File: src/rtl/clock_rate_controller.sv
// Slow-clock generator: programmable half-period counter driving a 1-cycle tick and a 50% out_clock.
// Rate changes arrive over valid/ready and only take effect at a period boundary, so out_clock never glitches.
module clock_rate_controller #(
  parameter int unsigned CNT_W         = 24,
  parameter int unsigned DEFAULT_LIMIT = 5000000,
  parameter int unsigned MIN_LIMIT     = 2
) (
  input  logic             clock_i,
  input  logic             reset_i,
  input  logic             run_i,
  input  logic             req_valid_i,
  input  logic [CNT_W-1:0] req_limit_i,
  output logic             req_ready_o,
  output logic             tick_o,
  output logic             out_clock_o,
  output logic [CNT_W-1:0] cur_limit_o,
  output logic             err_limit_o,
  output logic [1:0]       state_o
);

  // state   | meaning
  // IDLE    | stopped, counter and out_clock held at 0, requests applied directly
  // RUN     | counting with cur_limit
  // PEND    | counting, new limit waiting for the next terminal count
  localparam logic [1:0] ST_IDLE = 2'b00;
  localparam logic [1:0] ST_RUN  = 2'b01;
  localparam logic [1:0] ST_PEND = 2'b10;

  localparam logic [CNT_W-1:0] LIM_RST = CNT_W'(DEFAULT_LIMIT);
  localparam logic [CNT_W-1:0] LIM_MIN = CNT_W'(MIN_LIMIT);
  localparam logic [CNT_W-1:0] ONE     = CNT_W'(1);

  logic [1:0]       state_q, state_d;
  logic [CNT_W-1:0] cnt_q, cnt_d;
  logic [CNT_W-1:0] lim_q, lim_d;
  logic [CNT_W-1:0] pend_q, pend_d;
  logic             oc_q, oc_d;
  logic             tick_q, tick_d;
  logic             err_q, err_d;

  logic xfer, bad, accept, term;

  assign req_ready_o = (state_q != ST_PEND);
  assign xfer        = req_valid_i & req_ready_o;
  assign bad         = (req_limit_i < LIM_MIN);
  assign accept      = xfer & ~bad;
  assign term        = (cnt_q == lim_q - ONE);

  always_comb begin
    state_d = state_q;
    cnt_d   = cnt_q;
    lim_d   = lim_q;
    pend_d  = pend_q;
    oc_d    = oc_q;
    tick_d  = 1'b0;
    err_d   = xfer & bad;
    case (state_q)
      ST_IDLE: begin
        cnt_d = '0;
        oc_d  = 1'b0;
        if (accept) lim_d = req_limit_i;
        if (run_i) state_d = ST_RUN;
      end
      ST_RUN, ST_PEND: begin
        if (!run_i) begin
          // stopping wins over a coincident terminal count; a pending limit is never dropped
          state_d = ST_IDLE;
          cnt_d   = '0;
          oc_d    = 1'b0;
          if (state_q == ST_PEND) lim_d = pend_q;
          else if (accept)        lim_d = req_limit_i;
        end else begin
          if (term) begin
            cnt_d  = '0;
            tick_d = 1'b1;
            oc_d   = ~oc_q;
            if (state_q == ST_PEND) begin
              lim_d   = pend_q;
              state_d = ST_RUN;
            end
          end else begin
            cnt_d = cnt_q + ONE;
          end
          if (accept) begin
            pend_d  = req_limit_i;
            state_d = ST_PEND;
          end
        end
      end
      default: state_d = ST_IDLE;
    endcase
  end

  always_ff @(posedge clock_i or posedge reset_i) begin
    if (reset_i) begin
      state_q <= ST_IDLE;
      cnt_q   <= '0;
      lim_q   <= LIM_RST;
      pend_q  <= '0;
      oc_q    <= 1'b0;
      tick_q  <= 1'b0;
      err_q   <= 1'b0;
    end else begin
      state_q <= state_d;
      cnt_q   <= cnt_d;
      lim_q   <= lim_d;
      pend_q  <= pend_d;
      oc_q    <= oc_d;
      tick_q  <= tick_d;
      err_q   <= err_d;
    end
  end

  assign tick_o      = tick_q;
  assign out_clock_o = oc_q;
  assign cur_limit_o = lim_q;
  assign err_limit_o = err_q;
  assign state_o     = state_q;

endmodule

File: config.mk
export PLATFORM = sky130hd
export DESIGN_NAME = clock_rate_controller
export DESIGN_NICKNAME = d
export VERILOG_FILES = /design/src/rtl/clock_rate_controller.sv
export SDC_FILE = /design/constraint.sdc
export NUM_CORES = 1
export LEC_CHECK = 0
export ABC_CLOCK_PERIOD_IN_PS = 5500
export CORE_UTILIZATION = 30
export DETAILED_ROUTE_END_ITERATION = 16
export PLACE_DENSITY_LB_ADDON = 0.15
export SETUP_SLACK_MARGIN = 0.2
export SYNTH_ARGS = -nofsm -noshare
export SYNTH_HDL_FRONTEND = slang
export SYNTH_SLANG_ARGS = --single-unit
File: constraint.sdc
create_clock -name clock_i -period 5.5 [get_ports clock_i]
set_clock_uncertainty 0.15 [all_clocks]
set_input_delay 1.375 -clock clock_i [delete_from_list [all_inputs] [get_ports clock_i]]
set_output_delay 1.375 -clock clock_i [all_outputs]
set_load 0.05 [all_outputs]
==> impl_metrics.py, run 1 <==
metrics = {
    "timing": {
        "finalCritPeriodShare_pct": 78.6,
        "fmax_mhz": 231,
        "fin_crit_ps": 4320,
        "hold_ws_ps": 348,
        "hold_viol": 0,
        "fin_ws_ps": 1180,
        "setup_viol": 0,
        "maxSlewViolCount": 0,
        "worst_slew_pin_slew_ps": 1130,
        "setup_tns_ps": 0,
        "slew-limit-headroom_pct": 24.6,
        "rsz0062_at_grt": "no",
    },
    "critical_path": {
        "worstSetupPathType": "register to register",
        "worst_ep_arrival_time_ps": 4440,
        "critPathMaxFanout": 24,
        "reg2reg_from": "cur_limit_o[0]",
        "start_kind": "register",
        "reg2regPathDepth": 10,
        "cp.required_ps": 5620,
        "reg2reg_slack_ps": 1180,
        "crit_chain": "inv_1 > ha_1 > or4b_4 > or4_1 > xnor2_1 > nand4b_1 > nor4_2 > nand4b_2 > a211oi_4 > a2bb2oi_1",
        "worstReg2RegEnd": "cur_limit_o[10]",
        "cpMaxStageDelayCell": "a211oi_4",
        "critPathMaxStageDelay_ps": 1030,
        "endpoint_kind": "register",
    },
    "clocking": {
        "root_buffer": "clkbuf_16",
        "cts_resized": 0,
        "cts_tree": "built",
        "cts_max_path_buffers": 2,
        "clock_sinks": 77,
        "clk_pin_slew_ps": 60,
        "cts_hold_buf": 0,
        "h-tree-depth": 3,
        "clk_latency_ps": 350,
        "numCtsBuffers": 9,
        "cts_setup_buffers": 0,
    },
    "synthesis": {
        "yosysSeqAreaShare_pct": 41.0,
        "ys_types": 62,
        "synth.avg_cell_area_um2": 9.55,
        "syn-instance-count": 495,
        "synth_edf_count": 0,
        "synth_nets": 529,
        "ys_warn_count": 0,
        "synth_async_sr_flop_share_pct": 100,
        "synth_seq_cells": 77,
        "synth_flop_cell": "dfrtp_1",
        "netlist_area_um2": 4730,
    },
    "placed_design": {
        "hpwlAfterDp_um": 9510,
        "gp_congestion": 0.825,
        "numPortBuffers": 57,
        "placed_cells": 736,
        "place_ws_ps": 1220,
    },
    "global_routing": {
        "grt_usage_pct": 17.2,
        "grt_pass1_vias": 3921,
        "grt_max_degree": 49,
        "grt-ovfl-total": 0,
        "antenna_found_initial": 0,
        "grt_pass1_wl_um": 21400,
    },
    "final_layout": {
        "drive_gt1_share_pct": 12.4,
        "final_nets": 570,
        "regArea_um2": 1940,
        "diodes": 0,
        "area_growth_pct": 21.4,
        "final_common_cell": "dfrtp_1",
        "fin_cells": 752,
        "fillerInstances": 1595,
        "final_cell_mix": "69 x dfrtp_1, 57 x clkdlybuf4s50_1, 40 x o21ai_0, 36 x nor2_1, 31 x or3_1",
        "multi_input_area_um2": 2590,
    },
    "routing": {
        "antenna_left": 0,
        "drt_iter0_drc": 149,
        "route.vias.total": 3963,
        "vias_per_cell": 5.27,
        "routed_wl_um": 13200,
        "firstDrtPassIters": 4,
        "wl_per_cell_um": 17.5,
        "post-route-drc-count": 0,
    },
    "min_path": {
        "hold_class": "register to register",
        "whs_path_depth": 1,
        "worstHoldEndpoint": "pend_q[8]",
        "hp-start": "pend_q[8]",
    },
    "power": {
        "ir_worst_vdd_uv": 253,
        "p_per_area_nw_per_um2": 582,
        "leakage_uw": 0.00216,
    },
    "die": {
        "ioPinCount": 58,
        "die_h_um": 128,
        "die_area_um2": 16300,
        "die_w_um": 128,
        "rows": 45,
        "core_um2": 15300,
        "start_util_pct": 30.9,
    },
    "run": {
        "max_cap_violations": 0,
    },
    "outcome": {
        "status": "complete, no violations",
    },
}
cells in the mapped netlist, types with 9 or more instances:
library cell | instances | area share (%)
a21oi_1 | 9 | 0.95
a2bb2oi_1 | 21 | 3.9
clkbuf_1 | 18 | 1.4
dfrtp_1 | 69 | 37
inv_1 | 9 | 0.71
mux2_2 | 24 | 5.7
nand2_1 | 20 | 1.6
nand3_1 | 25 | 2.6
nor2_1 | 36 | 2.9
nor3_1 | 14 | 1.5
nor4_1 | 18 | 2.4
o21ai_0 | 41 | 4.3
or3_1 | 31 | 4.1
xnor2_1 | 25 | 4.6
xor2_1 | 21 | 3.9
routing by layer:
layer	global-route usage, %	vias to the layer above	wire (µm)
met5	0	-	0
li1	-	1904	-
met3	2.72	18	496
met2	26.4	90	5890
met1	23.6	1951	6480
met4	8.12	0	306
worst max path at each step:
| stage | to | from | slack (ps) | cells after the start |
|---|---|---|---|---|
| floorplan | cur_limit_o[18] | cur_limit_o[0] | 1820 | 11 |
| global placement | cur_limit_o[12] | cur_limit_o[0] | 1280 | 10 |
| detailed placement | cur_limit_o[10] | cur_limit_o[0] | 1220 | 10 |
| CTS | cur_limit_o[10] | cur_limit_o[0] | 1190 | 10 |
| global route | cur_limit_o[22] | cur_limit_o[1] | 860 | 10 |
| finish | cur_limit_o[10] | cur_limit_o[0] | 1180 | 10 |
cell type report:
type / count / share of cell area (%)
Multi-Input combinational cell: 377 / 45.2
Sequential cell: 77 / 33.8
Clock buffer: 9 / 3.92
Clock inverter: 7 / 1.31
Timing Repair Buffer: 62 / 10.6
Inverter: 9 / 0.589
Tap cell: 211 / 4.60
worst max-delay path: cells and delay by family, from the launching register on:
family,cells,cell delay [ps]
xor+xnor,1,160
compound gates,2,1240
simple gates,5,1840
buf+inv,1,90
flops,1,470
fa+ha+maj,1,270
power breakdown:
group          leakage (µW)  internal [µW]  switching, µW
combinational       0.00105            666            977
sequential         0.000958            789            300
clock              0.000150            354            255
total               0.00216           1810           1530
logic make-up (layout without fill, tap and decap cells):
kind of cell               count (synthesis)  in the layout  share of synthesized area [%]
and+or+nand+nor                          195            195                           23.1
AOI/OAI and AO/OA                        104            104                           15.5
DFF                                       77             77                           41.0
xor gates and xnor gates                  46             46                           8.53
buffers and inverters                     41             87                           4.10
muxes                                     26             26                           6.14
adders and majority gates                  6              6                           1.59
registers in the layout, summed over array words and instances (netlist names):
signal and cells:
cur_limit_o 24, tick_o 1, cnt_q 24, err_limit_o 1
pend_q 24, out_clock_o 1, state_o 2
stage by stage:
stage | util [%] | instance area (µm²) | power (µW)
2_1_floorplan | - | 4730 | 2240
3_3_place_gp | 35.5 | 5440 | 2720
3_5_place_dp | 35.5 | 5440 | 2740
4_1_cts | 37.5 | 5740 | 3360
5_1_grt | 37.5 | 5740 | 3540
6_report | 37.5 | 5740 | 3340
(Power assumes the default switching activity.)
==> run 2: changes to the inputs <==
--- a/config.mk
+++ b/config.mk
@@ -5,7 +5,7 @@
 export SDC_FILE = /design/constraint.sdc
 export NUM_CORES = 1
 export LEC_CHECK = 0
-export ABC_CLOCK_PERIOD_IN_PS = 5500
+export ABC_CLOCK_PERIOD_IN_PS = 3600
 export CORE_UTILIZATION = 30
 export DETAILED_ROUTE_END_ITERATION = 16
 export PLACE_DENSITY_LB_ADDON = 0.15
==> constraint.sdc (replaced) <==
create_clock -name clock_i -period 3.6 [get_ports clock_i]
set_clock_uncertainty 0.15 [all_clocks]
set_input_delay 0.9 -clock clock_i [delete_from_list [all_inputs] [get_ports clock_i]]
set_output_delay 0.9 -clock clock_i [all_outputs]
set_load 0.05 [all_outputs]
==> impl_metrics.py, run 2 (same netlist as run 1, synthesis figures left out) <==
metrics = {
    "critical_path": {
        "worstReg2RegEnd": "cur_limit_o[7]",
        "endpoint_kind": "register",
        "worstSetupPathType": "register to register",
        "reg2regPathDepth": 13,
        "cpMaxStageDelayCell": "or4b_4",
        "critPathMostFrequentCell": "buf_4",
        "reg2reg_from": "cur_limit_o[1]",
        "start_kind": "register",
        "critPathLaunch": "cur_limit_o[1]",
        "worst_ep_arrival_time_ps": 3580,
        "critPathMaxFanout": 6,
        "critPathMaxStageDelay_ps": 480,
        "crit_chain": "inv_2 > ha_4 > or4b_4 > or4_4 > xnor2_2 > nand4b_1 > nor4_4 > nand4b_4 > a211oi_4 > buf_4 > buf_4 > buf_12 > a2bb2oi_2",
        "cp.required_ps": 3730,
        "endpoint": "cur_limit_o[7]",
        "reg2reg_slack_ps": 150,
    },
    "placed_design": {
        "gp_congestion": 0.835,
        "placed_cells": 749,
        "numPortBuffers": 57,
        "hpwlAfterDp_um": 9730,
        "place_ws_ps": 117,
    },
    "routing": {
        "post-route-drc-count": 0,
        "wl_per_cell_um": 17.7,
        "drt_iter0_drc": 211,
        "antenna_left": 0,
        "route.vias.total": 4076,
        "firstDrtPassIters": 4,
        "routed_wl_um": 13800,
        "vias_per_cell": 5.22,
    },
    "final_layout": {
        "area_growth_pct": 34.2,
        "final_cell_mix": "65 x dfrtp_1, 57 x clkdlybuf4s50_1, 39 x o21ai_0, 36 x nor2_1, 30 x or3_1",
        "fillerInstances": 1517,
        "drive_gt1_share_pct": 23.9,
        "final_common_cell": "dfrtp_1",
        "fin_cells": 781,
        "final_nets": 599,
        "diodes": 0,
    },
    "clocking": {
        "h-tree-depth": 3,
        "clk_pin_slew_ps": 70,
        "clock_sinks": 77,
        "cts_tree": "built",
        "numCtsBuffers": 9,
        "cts_max_path_buffers": 2,
        "root_buffer": "clkbuf_16",
        "clk_latency_ps": 350,
        "cts_hold_buf": 0,
    },
    "global_routing": {
        "grt_pass1_vias": 4092,
        "grt_pass1_wl_um": 22000,
        "grt_usage_pct": 17.8,
        "grt-ovfl-total": 0,
        "antenna_found_initial": 0,
        "grt_max_degree": 43,
    },
    "outcome": {
        "status": "complete, no violations",
    },
    "min_path": {
        "hold_class": "register to register",
    },
    "timing": {
        "fmax_mhz": 290,
        "slew-limit-headroom_pct": 52.8,
        "setup_viol": 0,
        "fin_ws_ps": 153,
        "maxSlewViolCount": 0,
        "finalCritPeriodShare_pct": 95.7,
        "fin_crit_ps": 3450,
        "worst_slew_pin_slew_ps": 708,
        "hold_viol": 0,
        "rsz0062_at_grt": "yes",
    },
    "die": {
        "die_w_um": 128,
        "ioPinCount": 58,
        "core_um2": 15300,
        "die_h_um": 128,
        "rows": 45,
        "die_area_um2": 16300,
        "start_util_pct": 30.9,
    },
    "power": {
        "ir_worst_vdd_uv": 306,
        "p_per_area_nw_per_um2": 907,
        "leakage_uw": 0.00240,
    },
    "run": {
        "max_cap_violations": 0,
    },
}
[run 2: worst min-delay path by stage]
| stage | startpoint | to | slack, ps | cells after the start |
|---|---|---|---|---|
| final | pend_q[21] | pend_q[21] | 350 | 1 |
| after global routing | pend_q[1] | pend_q[1] | 360 | 1 |
| after CTS | pend_q[3] | pend_q[3] | 350 | 1 |
| after detailed placement | pend_q[3] | pend_q[3] | 340 | 1 |
| after global placement | pend_q[15] | pend_q[15] | 330 | 1 |
| after floorplan | pend_q[19] | pend_q[19] | 320 | 1 |
[run 2: layout make-up]
| cell class | count | area [µm²] | share of cell area [%] |
|---|---|---|---|
| Sequential cell | 77 | 1940 | 30.6 |
| Clock buffer | 10 | 239 | 3.77 |
| Timing Repair Buffer | 91 | 955 | 15.1 |
| Inverter | 9 | 33.8 | 0.533 |
| Tap cell | 211 | 264 | 4.16 |
| Clock inverter | 6 | 71.3 | 1.12 |
| Multi-Input combinational cell | 377 | 2840 | 44.7 |
[run 2: layer usage]
| layer | GRT usage (%) | wire [µm] | vias to the layer above |
|---|---|---|---|
| met1 | 23.4 | 6510 | 2000 |
| met2 | 28.1 | 6490 | 79 |
| li1 | - | - | 1975 |
| met5 | 0 | 0 | - |
| met4 | 8.82 | 322 | 0 |
| met3 | 3.18 | 489 | 22 |
[run 2: metrics by stage]
step	util [%]	setup TNS (ps)	instance area [µm²]	hold slack (ps)	power, µW
floorplan	-	0	4740	324	3450
global placement	36.6	0	5600	332	4310
detailed placement	36.6	0	5600	338	4340
CTS	40.8	0	6250	352	5690
global route	41.4	-13.1	6340	358	6100
finish	41.4	0	6340	348	5750
[run 2: worst max-delay path: cells and delay by family, from the launching register on]
kind | cells | cell delay [ps]
AOI/OAI and AO/OA | 2 | 380
xor gates and xnor gates | 1 | 150
adders and majority gates | 1 | 130
buffers and inverters | 4 | 480
DFF | 1 | 430
and+or+nand+nor | 5 | 1650
[run 2: power breakdown]
group	switching, µW	leakage (µW)	internal (µW)
clock network	392	0.000145	561
logic	1750	0.00130	1410
registers	423	0.000954	1210
[run 2: timing repair]
action                                  CTS  global route
buffers inserted                         11             1
gates resized for setup                  30            20
cloned                                    3             1
endpoints found under the setup margin   40            47
pin swaps                                 7             4
